[config.mk]
export PLATFORM = sky130hd
export DESIGN_NAME = mips_multicycle_core
export DESIGN_NICKNAME = d
export VERILOG_FILES = /design/src/rtl/mips_multicycle_core.sv
export SDC_FILE = /design/constraint.sdc
export NUM_CORES = 2
export LEC_CHECK = 0
export CAP_MARGIN = 20
export CORE_MARGIN = 10
export CORE_UTILIZATION = 46
export DETAILED_ROUTE_END_ITERATION = 12
export DONT_BUFFER_PORTS = 1
export PLACE_DENSITY = 0.58
export SYNTH_ARGS = -nofsm -noshare
export SYNTH_HDL_FRONTEND = slang
export SYNTH_SLANG_ARGS = --single-unit
[constraint.sdc]
create_clock -name clk -period 7.7 [get_ports clk]
set_input_delay 0.77 -clock clk [delete_from_list [all_inputs] [get_ports clk]]
set_output_delay 0.77 -clock clk [all_outputs]
set_load 0.03 [all_outputs]
[src/rtl/mips_multicycle_core.sv]
// Multi-cycle MIPS core with one unified req/ready memory port.
// Illegal opcodes and misaligned accesses raise a sticky fault.
module mips_multicycle_core #(
  parameter logic [31:0] RESET_PC      = 32'h0000_0000,
  parameter int          ADDR_W        = 32,
  parameter bit          HALT_ON_FAULT = 1'b1
) (
  input  logic              clk,
  input  logic              reset,
  output logic              mem_req,
  output logic              mem_we,
  output logic [ADDR_W-1:0] mem_addr,
  output logic [31:0]       mem_wdata,
  input  logic [31:0]       mem_rdata,
  input  logic              mem_ready,
  output logic              retire,
  output logic              fault,
  output logic              halted,
  output logic [31:0]       pc_out
);

  localparam logic [2:0] S_FETCH  = 3'd0;
  localparam logic [2:0] S_DECODE = 3'd1;
  localparam logic [2:0] S_EXEC   = 3'd2;
  localparam logic [2:0] S_MEM    = 3'd3;
  localparam logic [2:0] S_WB     = 3'd4;
  localparam logic [2:0] S_FAULT  = 3'd5;
  localparam logic [2:0] S_HALT   = 3'd6;

  logic [2:0]        state_q, state_d;
  logic [31:0]       pc_q, pc_d;
  logic [31:0]       ir_q, ir_d;
  logic [31:0]       a_q, a_d;
  logic [31:0]       b_q, b_d;
  logic [31:0]       alu_q, alu_d;
  logic [31:0]       mdr_q, mdr_d;
  logic              req_q, req_d;
  logic              we_q, we_d;
  logic [ADDR_W-1:0] addr_q, addr_d;
  logic [31:0]       wdata_q, wdata_d;
  logic              fault_q, fault_d;

  logic [31:0] rf [32];
  logic        rf_we;
  logic [4:0]  rf_wa;
  logic [31:0] rf_wd;

  logic [5:0]  op, fn;
  logic [4:0]  rs, rt, rd;
  logic [31:0] sext, rs_val, rt_val;
  logic        is_r;
  logic        i_add, i_sub, i_and, i_or, i_slt, i_jr;
  logic        i_addi, i_lw, i_sw, i_beq, i_bne, i_j, i_jal;
  logic        legal, go_fetch, br_take;
  logic [31:0] alu_res;

  assign op   = ir_q[31:26];
  assign rs   = ir_q[25:21];
  assign rt   = ir_q[20:16];
  assign rd   = ir_q[15:11];
  assign fn   = ir_q[5:0];
  assign sext = {{16{ir_q[15]}}, ir_q[15:0]};

  assign is_r   = (op == 6'h00);
  assign i_add  = is_r && (fn == 6'h20);
  assign i_sub  = is_r && (fn == 6'h22);
  assign i_and  = is_r && (fn == 6'h24);
  assign i_or   = is_r && (fn == 6'h25);
  assign i_slt  = is_r && (fn == 6'h2A);
  assign i_jr   = is_r && (fn == 6'h08);
  assign i_addi = (op == 6'h08);
  assign i_lw   = (op == 6'h23);
  assign i_sw   = (op == 6'h2B);
  assign i_beq  = (op == 6'h04);
  assign i_bne  = (op == 6'h05);
  assign i_j    = (op == 6'h02);
  assign i_jal  = (op == 6'h03);

  assign legal = i_add | i_sub | i_and | i_or | i_slt | i_jr |
                 i_addi | i_lw | i_sw | i_beq | i_bne |
                 i_j | i_jal;

  assign rs_val = (rs == 5'd0) ? 32'd0 : rf[rs];
  assign rt_val = (rt == 5'd0) ? 32'd0 : rf[rt];

  assign br_take = i_beq ? (a_q == b_q) : (a_q != b_q);

  // ALU: R-type ops, otherwise base + immediate
  always_comb begin
    alu_res = a_q + sext;
    unique case (1'b1)
      i_add:   alu_res = a_q + b_q;
      i_sub:   alu_res = a_q - b_q;
      i_and:   alu_res = a_q & b_q;
      i_or:    alu_res = a_q | b_q;
      i_slt:   alu_res = {31'd0, $signed(a_q) < $signed(b_q)};
      default: alu_res = a_q + sext;
    endcase
  end

  // Next-state logic; a redirect to FETCH issues the fetch request
  always_comb begin
    state_d  = state_q;
    pc_d     = pc_q;
    ir_d     = ir_q;
    a_d      = a_q;
    b_d      = b_q;
    alu_d    = alu_q;
    mdr_d    = mdr_q;
    req_d    = req_q;
    we_d     = we_q;
    addr_d   = addr_q;
    wdata_d  = wdata_q;
    fault_d  = fault_q;
    retire   = 1'b0;
    rf_we    = 1'b0;
    rf_wa    = 5'd0;
    rf_wd    = 32'd0;
    go_fetch = 1'b0;
    unique case (state_q)
      S_FETCH: begin
        if (!req_q) begin
          req_d  = 1'b1;
          we_d   = 1'b0;
          addr_d = pc_q[ADDR_W-1:0];
        end else if (mem_ready) begin
          ir_d    = mem_rdata;
          pc_d    = pc_q + 32'd4;
          req_d   = 1'b0;
          state_d = S_DECODE;
        end
      end
      S_DECODE: begin
        a_d   = rs_val;
        b_d   = rt_val;
        alu_d = pc_q + {sext[29:0], 2'b00};
        if (!legal) begin
          state_d = S_FAULT;
        end else if (i_j || i_jal) begin
          pc_d     = {pc_q[31:28], ir_q[25:0], 2'b00};
          retire   = 1'b1;
          go_fetch = 1'b1;
          rf_we    = i_jal;
          rf_wa    = 5'd31;
          rf_wd    = pc_q;
        end else if (i_jr) begin
          pc_d     = rs_val;
          retire   = 1'b1;
          go_fetch = 1'b1;
        end else begin
          state_d = S_EXEC;
        end
      end
      S_EXEC: begin
        alu_d = alu_res;
        if (i_beq || i_bne) begin
          if (br_take) pc_d = alu_q;
          retire   = 1'b1;
          go_fetch = 1'b1;
        end else if ((i_lw || i_sw) && (alu_res[1:0] != 2'b00)) begin
          state_d = S_FAULT;
        end else if (i_lw || i_sw) begin
          state_d = S_MEM;
          req_d   = 1'b1;
          we_d    = i_sw;
          addr_d  = alu_res[ADDR_W-1:0];
          wdata_d = b_q;
        end else begin
          state_d = S_WB;
        end
      end
      S_MEM: begin
        if (mem_ready) begin
          req_d = 1'b0;
          we_d  = 1'b0;
          if (i_sw) begin
            retire   = 1'b1;
            go_fetch = 1'b1;
          end else begin
            mdr_d   = mem_rdata;
            state_d = S_WB;
          end
        end
      end
      S_WB: begin
        rf_we    = 1'b1;
        rf_wa    = is_r ? rd : rt;
        rf_wd    = i_lw ? mdr_q : alu_q;
        retire   = 1'b1;
        go_fetch = 1'b1;
      end
      S_FAULT: begin
        fault_d = 1'b1;
        if (HALT_ON_FAULT) state_d = S_HALT;
        else go_fetch = 1'b1;
      end
      S_HALT: begin
        state_d = S_HALT;
      end
      default: begin
        state_d = S_FETCH;
      end
    endcase
    if (go_fetch) begin
      state_d = S_FETCH;
      req_d   = 1'b1;
      we_d    = 1'b0;
      addr_d  = pc_d[ADDR_W-1:0];
    end
  end

  // Architectural and memory-port state
  always_ff @(posedge clk or negedge reset) begin
    if (!reset) begin
      state_q <= S_FETCH;
      pc_q    <= RESET_PC;
      ir_q    <= '0;
      a_q     <= '0;
      b_q     <= '0;
      alu_q   <= '0;
      mdr_q   <= '0;
      req_q   <= 1'b0;
      we_q    <= 1'b0;
      addr_q  <= '0;
      wdata_q <= '0;
      fault_q <= 1'b0;
    end else begin
      state_q <= state_d;
      pc_q    <= pc_d;
      ir_q    <= ir_d;
      a_q     <= a_d;
      b_q     <= b_d;
      alu_q   <= alu_d;
      mdr_q   <= mdr_d;
      req_q   <= req_d;
      we_q    <= we_d;
      addr_q  <= addr_d;
      wdata_q <= wdata_d;
      fault_q <= fault_d;
    end
  end

  // Register file survives reset; $0 is never written
  always_ff @(posedge clk) begin
    if (rf_we && (rf_wa != 5'd0)) rf[rf_wa] <= rf_wd;
  end

  assign mem_req   = req_q;
  assign mem_we    = we_q;
  assign mem_addr  = addr_q;
  assign mem_wdata = wdata_q;
  assign fault     = fault_q;
  assign halted    = (state_q == S_HALT);
  assign pc_out    = pc_q;

endmodule

Yosys cells after proc, flatten, opt, wreduce, memory -nomap -nowiden

Memory sizes are Yosys's and may differ from the RTL's.
Cells that the tools add are included.

Bits in registers: 262
Memory bits (writable): 1024
Memories: 1

Memories:

| memory | depth | bits a word | rd ports | clocked after Yosys merged registers in | wr ports | line | source |
|---|---|---|---|---|---|---|---|
| rf     | 32    | 32          | 2        | 0                                       | 1        | 43   | `logic [31:0] rf [32];` |

Reduce and logical (&&, ||, !) cells: 28
Order comparisons: 1
Mux-type cells: 65
Bitwise logic cells: 17
Eq/ne operators: 32
Add/subtract/negate cells: 5

Operators by type and width:

| kind                    | count |
|---|---|
| $mux W32                | 17 |
| $pmux W32 S2            | 3 |
| $pmux W32 S5            | 1 |
| $add A32 B32 Y32        | 3 |
| $pmux W32 S3            | 1 |
| $eq A6 B6 Y1 const B    | 7 |
| $mux W3                 | 11 |
| $add A32 B3 Y32 const B | 1 |
| $and A32 B32 Y32        | 1 |
| $eq A32 B32 Y1          | 1 |
| $lt A32 B32 Y1          | 1 |
| $ne A32 B32 Y1          | 1 |
| $or A32 B32 Y32         | 1 |
| $sub A32 B32 Y32        | 1 |
| $ne A3 B3 Y1 const B    | 8 |
| $mux W1                 | 23 |
| $pmux W3 S6             | 1 |
| $mux W5                 | 3 |
| $eq A6 B2 Y1 const B    | 2 |
| $eq A6 B3 Y1 const B    | 2 |
| $eq A6 B4 Y1 const B    | 2 |
| $or A1 B1 Y1            | 12 |
| $logic_not A5 Y1        | 2 |
| $pmux W5 S2             | 1 |
| other kinds (23)        | 42 |

Longest topological paths before layout

Depth in word-level cells: 20
Gate-level depth with buffers: 19
Mapped depth without buffers: 16

Least setup slack after synthesis

OpenSTA, ideal clock, no wires.

Kind: reg2reg
From: reg ir_q[29]
To: reg addr_q[29] (netlist: mem_addr[29])
Stages on the path, launching flop included: 19
Setup time: 132 ps
Setup slack: 3377 ps
Period minus slack after synthesis: 4323 ps
Buffers on the path: 3
Arrival: 4191 ps
Cells stage by stage: dfrtp_1 buf_2 nor3_2 nand3_1 nor3_1 clkbuf_1 mux2_2 ha_1 clkbuf_1 a21oi_1 o211ai_1 o2111ai_1 a211oi_1 o2111ai_1 a31o_2 o211ai_1 nand3_1 nor3b_1 o21ai_0

Cells in the longest elaborated chain, start to end: 18
Elaborated cells between the ends (all ways): 57
Those cells by class: eq/ne (11); mux (20); bitwise (12); reduce/logical (14)

RTL lines:

| item                                                                | line   | source |
|---|---|---|
| from (decl)                                                         | 32     | `logic [31:0] ir_q, ir_d;` |
| from (signal assigned)                                              | 230    | `ir_q <= ir_d;` |
| $logic_not A6 Y1                                                    | 64     | `assign is_r = (op == 6'h00);` |
| $logic_and A1 B1 Y1, on equally long branches                       | 65, 66 |  |
| $or A1 B1 Y1 (6 in a row)                                           | 79     | `assign legal = i_add \| i_sub \| i_and \| i_or \| i_slt \| i_jr \|` |
| $or A1 B1 Y1 (5 in a row)                                           | 80     | `i_addi \| i_lw \| i_sw \| i_beq \| i_bne \|` |
| $or A1 B1 Y1                                                        | 81     | `i_j \| i_jal;` |
| $mux W1                                                             | 137    | `if (!legal) begin` |
| $pmux W1 S4                                                         | 120    | `unique case (state_q)` |
| $ne A3 B3 Y1 (no line) / $reduce_bool A3 Y1 (equally long branches) | -      |  |
| $reduce_and A5 Y1 (no line)                                         | -      |  |
| to (signal assigned)                                                | 237    | `addr_q <= addr_d;` |
| to (decl)                                                           | 39     | `logic [ADDR_W-1:0] addr_q, addr_d;` |

Parallel ways exist; a longest one is shown, timed or not. The select of a mux whose other input is x is not followed.
A chain may end at the register's enable or synchronous reset.

Final worst setup path

From: reg ir_q[0]
To: out retire

Cells in the longest elaborated chain, start to end: 16
Elaborated cells between the ends (all ways): 28
Those cells by class: eq/ne (6); mux (4); bitwise (12); reduce/logical (6)

RTL lines:

| item                                          | line   | source |
|---|---|---|
| $eq A6 B6 Y1, on equally long branches        | 65, 66 |  |
| $logic_and A1 B1 Y1, on equally long branches | 65, 66 |  |
| $or A1 B1 Y1 (6 in a row)                     | 79     |  |
| $or A1 B1 Y1 (5 in a row)                     | 80     |  |
| $or A1 B1 Y1                                  | 81     |  |
| $mux W1 *                                     | 137    |  |
| $pmux W1 S4 *                                 | -      |  |
| to (decl)                                     | 16     | `output logic retire,` |

Mark *: on every way between the ends. The rest lies on a longest branch, timed or not.

==> flow_summary.json <==
{
  "ff2ff_setup_slack_ps": 2220,
  "hold_end": "ir_q[1]",
  "ff2ff_path_depth": 16,
  "avgSynthCellArea_sq_um": 14.2,
  "layout_commonest_cell": "edfxtp_1",
  "die_area_sq_mm": 0.160,
  "cap_viol_max_count": 0,
  "synth_seq_cells": 1286,
  "fin_nets": 4883,
  "met3_usage": 0.0654,
  "min_period_ps": 5590,
  "grt.total_usage": 0.299,
  "wl_per_cell_microns": 36.6,
  "rows": 139,
  "slew_headroom": 0.122,
  "skew_ps": 45.0,
  "start_util": 0.463,
  "met2_usage": 0.468,
  "p_per_area_mw_per_mm2": 449,
  "grt_antenna_before_repair": 14,
  "ios": 136,
  "layout_setup_ws_ps": 2110,
  "most-common-layout-cells": "edfxtp_1 (1024), mux4_2 (440), mux2i_1 (321)",
  "hpwlAfterDp_microns": 156000,
  "whs_path_depth": 2,
  "p_leak_nw": 26.1,
  "slew_violations": 0,
  "setup_viol": 0,
  "clock_path_buffers": 3,
  "clkLatencyLatePin_ps": 810,
  "grt_overflow_total": 0,
  "via_count": 45766,
  "period_share": 0.727,
  "die_h_microns": 401,
  "max_freq_mhz": 179,
  "clockRootBuffer": "clkbuf_16",
  "outcome": "finished clean",
  "drc": 0,
  "synthDistinctLibCells": 89,
  "firstDrtPassIters": 6,
  "place_ws_ps": 2300,
  "final_util": 0.517,
  "ys.flop_type": "edfxtp_1",
  "critical_path_class": "flip-flop to primary output",
  "start_kind": "flip-flop",
  "crit_path_end_kind": "primary output",
  "grt_pass1_vias": 44845,
  "worstMarginPinSlew_ps": 1280,
  "netlist_instances": 4683,
  "crit_required_ps": 6930,
  "ctsResizeCount": 0,
  "r2r-end": "mem_addr[29]",
  "htree_levels": 4,
  "antenna_left": 0,
  "area_delta_synth_final_pct": 11.5,
  "yosys_warnings": 0,
  "worstHoldStart": "mem_rdata[1]",
  "fin_cells": 6711,
  "rsz0062_at_grt": "no",
  "dr.first_iter.drc_count": 5586,
  "cts.sinks": 1286,
  "portBuffers": 0,
  "post-place-cells": 6439,
  "grt.busiest_layer": "met2",
  "cp.arrival_ps": 4820,
  "yosysSeqAreaShare": 0.560,
  "grt_pass1_wl_microns": 346000,
  "synth-edff-count": 1024,
  "cts_buffers": 144,
  "met1_usage": 0.400,
  "hp-class": "primary input to flip-flop",
  "vdd_drop_max_mv": 0.298,
  "drive_above_1_share": 0.208,
  "hold_violations": 0,
  "syn_area_sq_mm": 0.0666,
  "routed_wl_microns": 246000,
  "core_area_sq_mm": 0.144,
  "cts_tree": "built",
  "clk_pin_slew_worst_paths_ps": 60,
  "die_x_microns": 401,
  "gp_congestion": 0.992,
  "via_per_inst": 6.82,
  "async_flop_share": 0.204,
  "r2r-start": "ir_q[26]",
  "cp_max_fo": 71,
  "setup-tns-final_ps": 0,
  "grt_max_degree": 263
}
-- metal layers --
metal / up-vias / share of wire
li1: 18834 / -
met1: 23871 / 0.40
met2: 2537 / 0.46
met4: 6 / 0.049
met5: - / 0.00015
met3: 518 / 0.093
-- synthesized netlist by cell type (119+ instances only) --
master,n,area (sq um)
nand2_1,258,968
nor2_1,232,871
edfxtp_1,1024,30700
ha_1,157,1960
dfrtp_1,262,6560
clkbuf_1,240,901
o21ai_0,214,1070
a21oi_1,242,1210
inv_1,119,447
mux4_2,440,9910
mux2i_1,322,3220
o221ai_1,148,1300
-- cell type report --
| type | count | area, sq um |
|---|---|---|
| well taps | 1903 | 2380 |
| inverters | 121 | 455 |
| repair buffers | 159 | 1390 |
| clock buffers | 185 | 3850 |
| multi-input cells | 2976 | 28100 |
| flip-flops and latches | 1286 | 37300 |
| fillers | 11943 | 69500 |
| clock inverters | 73 | 744 |
| diodes | 8 | 20.0 |
-- logic make-up after synthesis --
| group | Yosys count | share of synthesized area |
|---|---|---|
| xor gates and xnor gates | 80 | 0.0105 |
| DFF | 1286 | 0.560 |
| adders and majority gates | 160 | 0.0304 |
| muxes | 847 | 0.211 |
| buffers and inverters | 452 | 0.0275 |
| and+or+nand+nor | 807 | 0.0560 |
| other | 1 | 0.0000563 |
| AOI/OAI and AO/OA | 1050 | 0.104 |
-- per-stage QoR --
stage	area [sq um]	hold slack, ps	power [mW]
after global routing	74300	96.1	34.7
final	74300	97.0	33.4
after detailed placement	69600	498	26.3
after CTS	74200	44.3	33.2
after global placement	69500	491	26.3
after floorplan	66700	471	20.3
-- critical path, cell delays in order, from the launching register on --
cell,delay [ps]
dfrtp_2,360
buf_4,620
nor4_1,140
nand4_1,590
nand2_1,360
a221oi_1,450
o21a_2,200
buf_4,490
clkinv_1,400
buf_4,360
-- worst max path at each step --
stage | startpoint | endpoint | slack, ps | cells past startpoint
3_3_place_gp | ir_q[26] | mem_addr[29] | 2390 | 16
4_1_cts | ir_q[0] | retire | 2210 | 9
2_1_floorplan | ir_q[29] | mem_addr[29] | 3380 | 18
5_1_grt | ir_q[26] | mem_addr[29] | 1850 | 16
6_report | ir_q[0] | retire | 2110 | 9
3_5_place_dp | ir_q[26] | mem_addr[29] | 2300 | 16
-- state kept, by name, indices dropped and copies added, names as in the netlist --
signal / flops
fault: 1
mem_wdata: 32
alu_q: 32
mem_we: 1
mem_req: 1
ir_q: 32
pc_out: 32
b_q: 32
rf: 1024
a_q: 32
mdr_q: 32
state_q: 3
mem_addr: 32
-- where the power goes --
group / switching, mW / total (mW) / leakage, nW / internal, mW
combinational: 10.2 / 16.4 / 11.2 / 6.24
clock: 2.95 / 6.81 / 2.22 / 3.86
sequential: 1.59 / 10.1 / 12.8 / 8.51
total: 14.7 / 33.4 / 26.1 / 18.6
-- repair_timing --
item	in CTS	in global routing
hold buffers	1	1
setup buffers	0	0
endpoints found under the hold margin	262	17
endpoints found under the setup margin	0	0
Power figures use the tool's default switching activity.
